<file path="src/rtl/ser_slot_sched_if.sv">
// Requester-side bus for the TDM slot scheduler: per-requester word-ready,
// packed 32-bit words and the one-hot grant returned by the scheduler.
interface ser_slot_sched_if #(
    parameter int NREQ = 4
) ();
    logic [NREQ-1:0]    req;
    logic [NREQ*32-1:0] wdata;
    logic [NREQ-1:0]    gnt;

    modport master (output req, output wdata, input gnt);
    modport slave  (input req, input wdata, output gnt);
endinterface

</file>
<file path="src/rtl/ser_slot_sched.sv">
// TDM slot scheduler: eight 32-bit slots per 256-bit frame, shared round-robin
// among NREQ requesters and serialized MSB-first. Define SER_SCHED_HDR_EN to reserve slot 0 for a header word.
module ser_slot_sched #(
    parameter int NREQ = 4
) (
    input  logic             sclk,
    input  logic             rst,
    input  logic             enable,
    ser_slot_sched_if.slave  bus,
    output logic             sdata,
    output logic             sfs,
    output logic [2:0]       slot_idx,
    output logic [2:0]       slot_owner,
    output logic             slot_valid
);
    logic [7:0]      bit_cnt;
    logic [2:0]      rr;
    logic [30:0]     shreg;
    logic            slot_start;
    logic            arb_ok;
    logic [7:0]      req8;
    logic            gnt_any;
    logic [2:0]      gnt_idx;
    logic [2:0]      cand;
    logic [NREQ-1:0] gnt_c;
    logic [31:0]     words [8];
    logic [31:0]     gnt_word;

    assign slot_start = (bit_cnt[4:0] == 5'd0);
    assign req8       = 8'(bus.req);

`ifdef SER_SCHED_HDR_EN
    logic [7:0]  frame_cnt;
    logic        hdr_slot;
    logic [31:0] hdr_word;

    assign hdr_slot = (bit_cnt[7:5] == 3'd0);
    assign hdr_word = {16'hA5C3, 8'h00, frame_cnt};
    assign arb_ok   = !hdr_slot;
`else
    assign arb_ok   = 1'b1;
`endif

    // Unused word lanes read as zero so the grant index can address all eight.
    for (genvar j = 0; j < 8; j++) begin : g_words
        if (j < NREQ) begin : g_live
            assign words[j] = bus.wdata[32*j +: 32];
        end else begin : g_pad
            assign words[j] = '0;
        end
    end

    assign gnt_word = words[gnt_idx];

    always_comb begin
        gnt_any = 1'b0;
        gnt_idx = '0;
        cand    = '0;
        gnt_c   = '0;
        if (!rst && enable && slot_start && arb_ok) begin
            for (int k = 0; k < NREQ; k++) begin
                cand = 3'((int'(rr) + k) % NREQ);
                if (!gnt_any && req8[cand]) begin
                    gnt_any = 1'b1;
                    gnt_idx = cand;
                end
            end
            for (int j = 0; j < NREQ; j++) begin
                gnt_c[j] = gnt_any && (gnt_idx == 3'(j));
            end
        end
    end

    assign bus.gnt = gnt_c;

    always_ff @(posedge sclk) begin
        if (rst) begin
            bit_cnt    <= '0;
            rr         <= '0;
            shreg      <= '0;
            sdata      <= 1'b0;
            sfs        <= 1'b0;
            slot_idx   <= '0;
            slot_owner <= '0;
            slot_valid <= 1'b0;
`ifdef SER_SCHED_HDR_EN
            frame_cnt  <= '0;
`endif
        end else if (enable) begin
            bit_cnt  <= bit_cnt + 8'd1;
            sfs      <= (bit_cnt == 8'd0);
            slot_idx <= bit_cnt[7:5];
            if (slot_start) begin
`ifdef SER_SCHED_HDR_EN
                if (hdr_slot) begin
                    sdata      <= hdr_word[31];
                    shreg      <= hdr_word[30:0];
                    slot_valid <= 1'b0;
                    frame_cnt  <= frame_cnt + 8'd1;
                end else
`endif
                if (gnt_any) begin
                    sdata      <= gnt_word[31];
                    shreg      <= gnt_word[30:0];
                    slot_owner <= gnt_idx;
                    slot_valid <= 1'b1;
                    rr         <= 3'((int'(gnt_idx) + 1) % NREQ);
                end else begin
                    sdata      <= 1'b0;
                    shreg      <= '0;
                    slot_valid <= 1'b0;
                end
            end else begin
                sdata <= shreg[30];
                shreg <= {shreg[29:0], 1'b0};
            end
        end
    end
endmodule
</file>
<file path="src/flat_wrapper.sv">
// flat-port wrapper written by rule: the top's interface ports become plain ports
module ser_slot_sched_flat 
#(
    parameter int NREQ = 4
)
  (sclk, rst, enable, sdata, sfs, slot_idx, slot_owner, slot_valid, bus_req, bus_wdata, bus_gnt);
  ser_slot_sched_if #(.NREQ(NREQ)) bus_i ();
  input  logic sclk;
  input  logic rst;
  input  logic enable;
  output logic sdata;
  output logic sfs;
  output logic [2:0] slot_idx;
  output logic [2:0] slot_owner;
  output logic slot_valid;
  input wire logic [$bits(bus_i.req)-1:0] bus_req;
  input wire logic [$bits(bus_i.wdata)-1:0] bus_wdata;
  output wire logic [$bits(bus_i.gnt)-1:0] bus_gnt;
  assign bus_i.req = bus_req;
  assign bus_i.wdata = bus_wdata;
  assign bus_gnt = bus_i.gnt;
  ser_slot_sched #(.NREQ(NREQ)) u_core (.sclk(sclk), .rst(rst), .enable(enable), .bus(bus_i), .sdata(sdata), .sfs(sfs), .slot_idx(slot_idx), .slot_owner(slot_owner), .slot_valid(slot_valid));
endmodule
</file>
<file path="config.mk">
export PLATFORM = sky130hd
export DESIGN_NAME = ser_slot_sched_flat
export DESIGN_NICKNAME = d
export VERILOG_FILES = /design/src/rtl/ser_slot_sched_if.sv /design/src/rtl/ser_slot_sched.sv /design/src/flat_wrapper.sv
export SDC_FILE = /design/constraint.sdc
export NUM_CORES = 1
export LEC_CHECK = 0
export ABC_CLOCK_PERIOD_IN_PS = 3900
export CAP_MARGIN = 20
export CORE_AREA = 4 4 143 117
export CTS_CLUSTER_DIAMETER = 60
export CTS_CLUSTER_SIZE = 25
export DETAILED_ROUTE_END_ITERATION = 12
export DIE_AREA = 0 0 147 121
export PLACE_DENSITY = 0.59
export RECOVER_POWER = 25
export SYNTH_ARGS = -nofsm -noshare
export SYNTH_HDL_FRONTEND = slang
export SYNTH_SLANG_ARGS = --single-unit
</file>
<file path="constraint.sdc">
create_clock -name sclk -period 3.9 [get_ports sclk]
set_input_delay 0.975 -clock sclk [delete_from_list [all_inputs] [get_ports sclk]]
set_output_delay 0.975 -clock sclk [all_outputs]
set_load 0.02 [all_outputs]
</file>
-- Word level (Yosys, flattened, before mapping)
Index checks and enable logic that the tools add are counted.
- reduce and logical (&&, ||, !) cells: 21
- magnitude comparators: 5
- bitwise operators: 4
- multiplexer cells: 32
- add/sub/neg operators: 5
- equality and inequality tests: 3
- operator list (cell ; count):
    binary-select mux 32 bit (select 3 bit) ; 1
    two-way mux 32 bit ; 2
    two-way mux 31 bit ; 2
    two-way mux 1 bit ; 16
    two-way mux 3 bit ; 5
    less-than comparator 3 x 4 -> 1 bit (second input constant) ; 3
    binary-select mux 1 bit (select 3 bit) ; 3
    logical AND 1 bit ; 9
    adder 8 x 1 -> 8 bit (second input constant) ; 1
    logical NOT 8 bit ; 1
    equality test 3 x 2 -> 1 bit (second input constant) ; 2
    OR reduction 2 bit ; 3
    logical NOT 5 bit ; 1
    adder 2 x 1 -> 2 bit (second input constant) ; 2
    adder 2 bit (second input constant) ; 2
    >= comparator 4 bit (second input constant) ; 1
    logical NOT 1 bit ; 4
    less-than comparator 2 x 4 -> 1 bit (second input constant) ; 1
    two-way mux 4 bit ; 1
    inverter 3 -> 4 bit ; 1
    bitwise AND 1 bit (first input constant) ; 3
    equality test 3 x 1 -> 1 bit (second input constant) ; 1
    logical NOT 3 bit ; 1
    AND reduction 3 bit ; 1
    3 further kinds ; 3
- register bits: 50
- word-level logic and storage cells: 78
- bits of input ports: 135

-- Logic depth before layout (Yosys ltp)
- depth after elaboration: 23
- depth in mapped cells: 9

-- Worst setup path before layout
No wires, ideal clock.
- path kind: input port to output port
- from: in bus_req[0]
- to: out bus_gnt[3]
- setup slack: 0.406 ns
- stages: 5
- arrival: 2.519 ns
- cell sequence: buf_2 -> nor2b_1 -> nor4_2 -> nor2_1 -> nor4_1
- word-level cells in the longest chain between the ends: 19
- RTL lines (item ; line ; source):
    start: declaration ; flat_wrapper.sv:16 ; input wire logic [$bits(bus_i.req)-1:0] bus_req;
    binary-select mux 1 bit (select 2 bit) ; ser_slot_sched.sv:63 ; if (!gnt_any && req8[cand]) begin
    two-way mux 1 bit (not written as such) ; ser_slot_sched.sv:63 ;
    two-way mux 1 bit ; ser_slot_sched.sv:63 ;
    two-way mux 1 bit ; ser_slot_sched.sv:60 ; if (!rst && enable && slot_start && arb_ok) begin
    logical NOT 1 bit ; ser_slot_sched.sv:63 ;
    logical AND 1 bit ; ser_slot_sched.sv:63 ;
    two-way mux 1 bit ; ser_slot_sched.sv:63 ;
    two-way mux 1 bit ; ser_slot_sched.sv:60 ;
    (+3 left out) ; - ;
    two-way mux 1 bit ; ser_slot_sched.sv:60 ;
    logical NOT 1 bit ; ser_slot_sched.sv:63 ;
    logical AND 1 bit ; ser_slot_sched.sv:63 ;
    two-way mux 3 bit ; ser_slot_sched.sv:63 ;
    two-way mux 3 bit ; ser_slot_sched.sv:60 ;
    equality test 3 x 2 -> 1 bit ; ser_slot_sched.sv:69 ; gnt_c[j] = gnt_any && (gnt_idx == 3'(j));
    logical AND 1 bit * ; ser_slot_sched.sv:69 ;
    two-way mux 4 bit * ; ser_slot_sched.sv:60 ;
    end: declaration ; flat_wrapper.sv:18 ; output wire logic [$bits(bus_i.gnt)-1:0] bus_gnt;
Every way passes the cells marked *; elsewhere a longest branch is shown, timed or not. The select of a mux whose other input is x is not followed.

-- Final worst setup path
- from: in bus_req[0]
- to: out bus_gnt[2]
Same word-level chain as after synthesis.

==> key figures <==
Pwr
  – Maximum VDD drop: 0.182 mV
  – Switching Power: 0.556 mW
  – Internal: 1.08 mW
  – Pleak: 1.99 nW
  – Sequential power share: 35.4%
  – PwrDens: 292 mW/mm^2
  – Combinational share of power: 36.7%
  – Clk pwr share: 28.0%
  – Sw Share: 34.1%

Timing
  – Max-slew headroom: -22.7%
  – Max Clk Rate: 0.264 GHz
  – Sum of negative setup slack: 0 ns
  – Fin. max-slew vios: 105
  – Final Skew: 0.00803 ns
  – Final worst path period share: 97.1%
  – Final Hold Fails: 0
  – Least-Margin Pin Slew: 1.84 ns
  – Unrepaired setup endpoints after global routing: false
  – Final min period: 3.79 ns
  – Setup Viol. Count Final: 0
  – Fin Hold WS: 0.474 ns

Synth
  – Count leader, synth: nand2_1
  – Post-synth top area cell: dfxtp_1
  – Post-synthesis sequential area ratio: 25.9%
  – Yosys cell types: 44
  – Synthesized area: 0.00378 sq mm
  – Cells after Synth: 482
  – Number of synthesized flops with an enable pin: 0
  – Leading post-synthesis cells by cell area: dfxtp_1 26%, a221oi_2 12%, a221oi_1 7.9%
  – Avg Cell Area, Syn: 7.84 sq um
  – Synth async-reset ratio: 0%
  – Syn_nets: 619
  – Top cells by count, synth: 68 x nand2_1, 49 x dfxtp_1, 36 x clkbuf_1
  – Synth top area share: 25.9%
  – Top FF cell, synth: dfxtp_1
  – YS warnings: 0
  – Seq cells post-synth: 49

Detailed routing
  – DRT Pass-1 Iters: 4
  – 1st-iter DRT viols: 254
  – WL final: 14400 microns
  – Routed Antenna Nets: 0
  – Via density: 5.15
  – Via count: 4219
  – DR WL/cell: 17.6 microns
  – Drc violations: 0

Die
  – Die width: 147 microns
  – Initial Util: 24.5%
  – Row count: 41
  – Die area: 0.0178 sq mm
  – Die H: 121 microns
  – Core box area: 0.0154 sq mm
  – IO Pins: 148

Critical path
  – CP arrival: 2.81 ns
  – CP required: 2.92 ns
  – Setup CP Type: input port to output pin
  – Worst Path Max Fanout: 4
  – Critical Path Source Type: input port
  – Reg-to-reg startpoint: u_core.bit_cnt[0]$_SDFFE_PP0P_
  – Crit. End Element: output pin
  – Crit. Startpoint: bus_req[0]

Clock network
  – Clock-pin slew on the worst setup and hold paths: 0.08 ns
  – Root buffer cell: clkbuf_16
  – Skew-Pair Late Insertion Delay: 0.30 ns
  – CTS tree: done
  – Resized cells post-CTS: 3
  – Sinks on Clock Net: 49
  – CTS buffer count: 5
  – Clk buf depth: 2
  – Setup Buffers After CTS: 0
  – CTS H-tree depth: 2
  – Hold Buf Count CTS: 0

Global routing
  – Total GRT Usage: 16.1%
  – Grt met2 use: 25.8%
  – GRT met3 Usage: 4.00%
  – Global route hottest layer: met2
  – Number of global-route vias before repair: 4299
  – Gr ovfl total: 0
  – GR met1 Demand/Resource: 21.8%
  – Largest net degree at the start of global routing: 105
  – Initial antenna violation count: 0
  – Global-route wire length before repair: 23100 microns

Final layout
  – P&R area growth vs syn: 48.2%
  – Total Nets Final: 740
  – Post-route cell area: 0.00560 sq mm
  – Layout cells sized above 1: 11.4%
  – Fillers: 1587
  – N_diodes: 0

Placement
  – GP Congestion: 0.788
  – Number of I/O port buffers: 146
  – Placed Area: 0.00546 sq mm
  – DP HPWL: 10100 microns

Worst hold path
  – Worst hold path class: register to register
  – Hold Startpoint: u_core.slot_owner[1]$_SDFFE_PP0P_

Job
  – # Max-Cap Violations: 1

Status
  – Status: finished, violations left
  – Failing checks: max-capacitance violations, max-slew violations
==> final cells by class <==
| class | instances | area, sq um | share of cell area (%) |
|---|---|---|---|
| clock buffer | 5 | 125 | 2.23 |
| tap | 215 | 269 | 4.80 |
| inverter | 5 | 18.8 | 0.335 |
| clock inverter | 3 | 25.0 | 0.447 |
| sequential | 49 | 981 | 17.5 |
| multi-input combinational | 373 | 2570 | 45.8 |
| timing repair buffer | 169 | 1620 | 28.8 |
==> layout by cell type, fill, tap and decap left out, types with 9 or more instances in the layout <==
master / n
dfxtp_1: 49
clkdlybuf4s50_1: 135
o211ai_1: 31
nor2_1: 21
a221oi_2: 30
nand3_1: 32
nand2_1: 68
nand2b_1: 32
o21ai_1: 9
o21ai_0: 29
a21o_1: 33
a221oi_1: 34
buf_4: 22
==> kinds of logic (layout without fill, tap and decap cells) <==
| family | Yosys count | in the layout | synth area share [%] |
|---|---|---|---|
| adder cells (fa/ha/maj) | 2 | 2 | 0.662 |
| AO/OA/AOI/OAI | 182 | 182 | 40.4 |
| flip-flops | 49 | 49 | 25.9 |
| other | 1 | 1 | 0.0992 |
| buffers and inverters | 60 | 182 | 7.02 |
| XOR/XNOR | 5 | 5 | 1.16 |
| AND/OR/NAND/NOR | 178 | 178 | 23.4 |
| multiplexers | 5 | 5 | 1.32 |
==> registers in the layout, summed over array words and instances, names as in the netlist <==
name	cells
u_core.bit_cnt	8
u_core.rr	2
u_core.sdata	1
u_core.sfs	1
u_core.shreg	31
u_core.slot_idx	3
u_core.slot_owner	2
u_core.slot_valid	1
==> worst max-delay path, cell delays in order <==
cell	delay (ns)
clkdlybuf4s50_1	0.51
nor2b_1	0.36
o22a_1	0.21
o22ai_1	0.06
and3_1	0.17
clkdlybuf4s50_1	0.53
==> stage by stage <==
stage                     worst slack (ns)  power, mW  instances  util, %
after global routing                0.0659       1.73        819     36.3
after CTS                            0.126       1.66        819     36.3
final                                0.113       1.63        819     36.3
after detailed placement           -0.0795       1.19        811     35.4
after global placement             -0.0192       1.18        811     35.4
after floorplan                      0.406      0.918        482        -
==> power groups by stage <==
| stage | clock, mW | combinational [mW] | sequential (mW) |
|---|---|---|---|
| floorplan | 0 | 0.335 | 0.583 |
| global route | 0.492 | 0.657 | 0.584 |
| global placement | 0 | 0.593 | 0.587 |
| CTS | 0.477 | 0.604 | 0.578 |
| finish | 0.457 | 0.599 | 0.578 |
| detailed placement | 0 | 0.600 | 0.589 |
==> worst paths after layout <==
check / end / slack [ns] / cells after the start
hold reg to reg: u_core.slot_owner[1]$_SDFFE_PP0P_ / 0.47 / 2
hold / removal: u_core.slot_owner[1]$_SDFFE_PP0P_ / 0.47 / 2
setup reg to reg: u_core.shreg[3]$_SDFFE_PP0P_ / 1.44 / 8
setup / recovery: bus_gnt[2] / 0.11 / 6
==> per-layer routing <==
| layer | part of all wire [%] | routed length [microns] | up-vias |
|---|---|---|---|
| met1 | 47 | 6790 | 1989 |
| met4 | 1.3 | 191 | 0 |
| met5 | 0 | 0 | - |
| met3 | 7.1 | 1030 | 18 |
| li1 | - | - | 2055 |
| met2 | 44 | 6410 | 157 |
(Power assumes the default switching activity.)
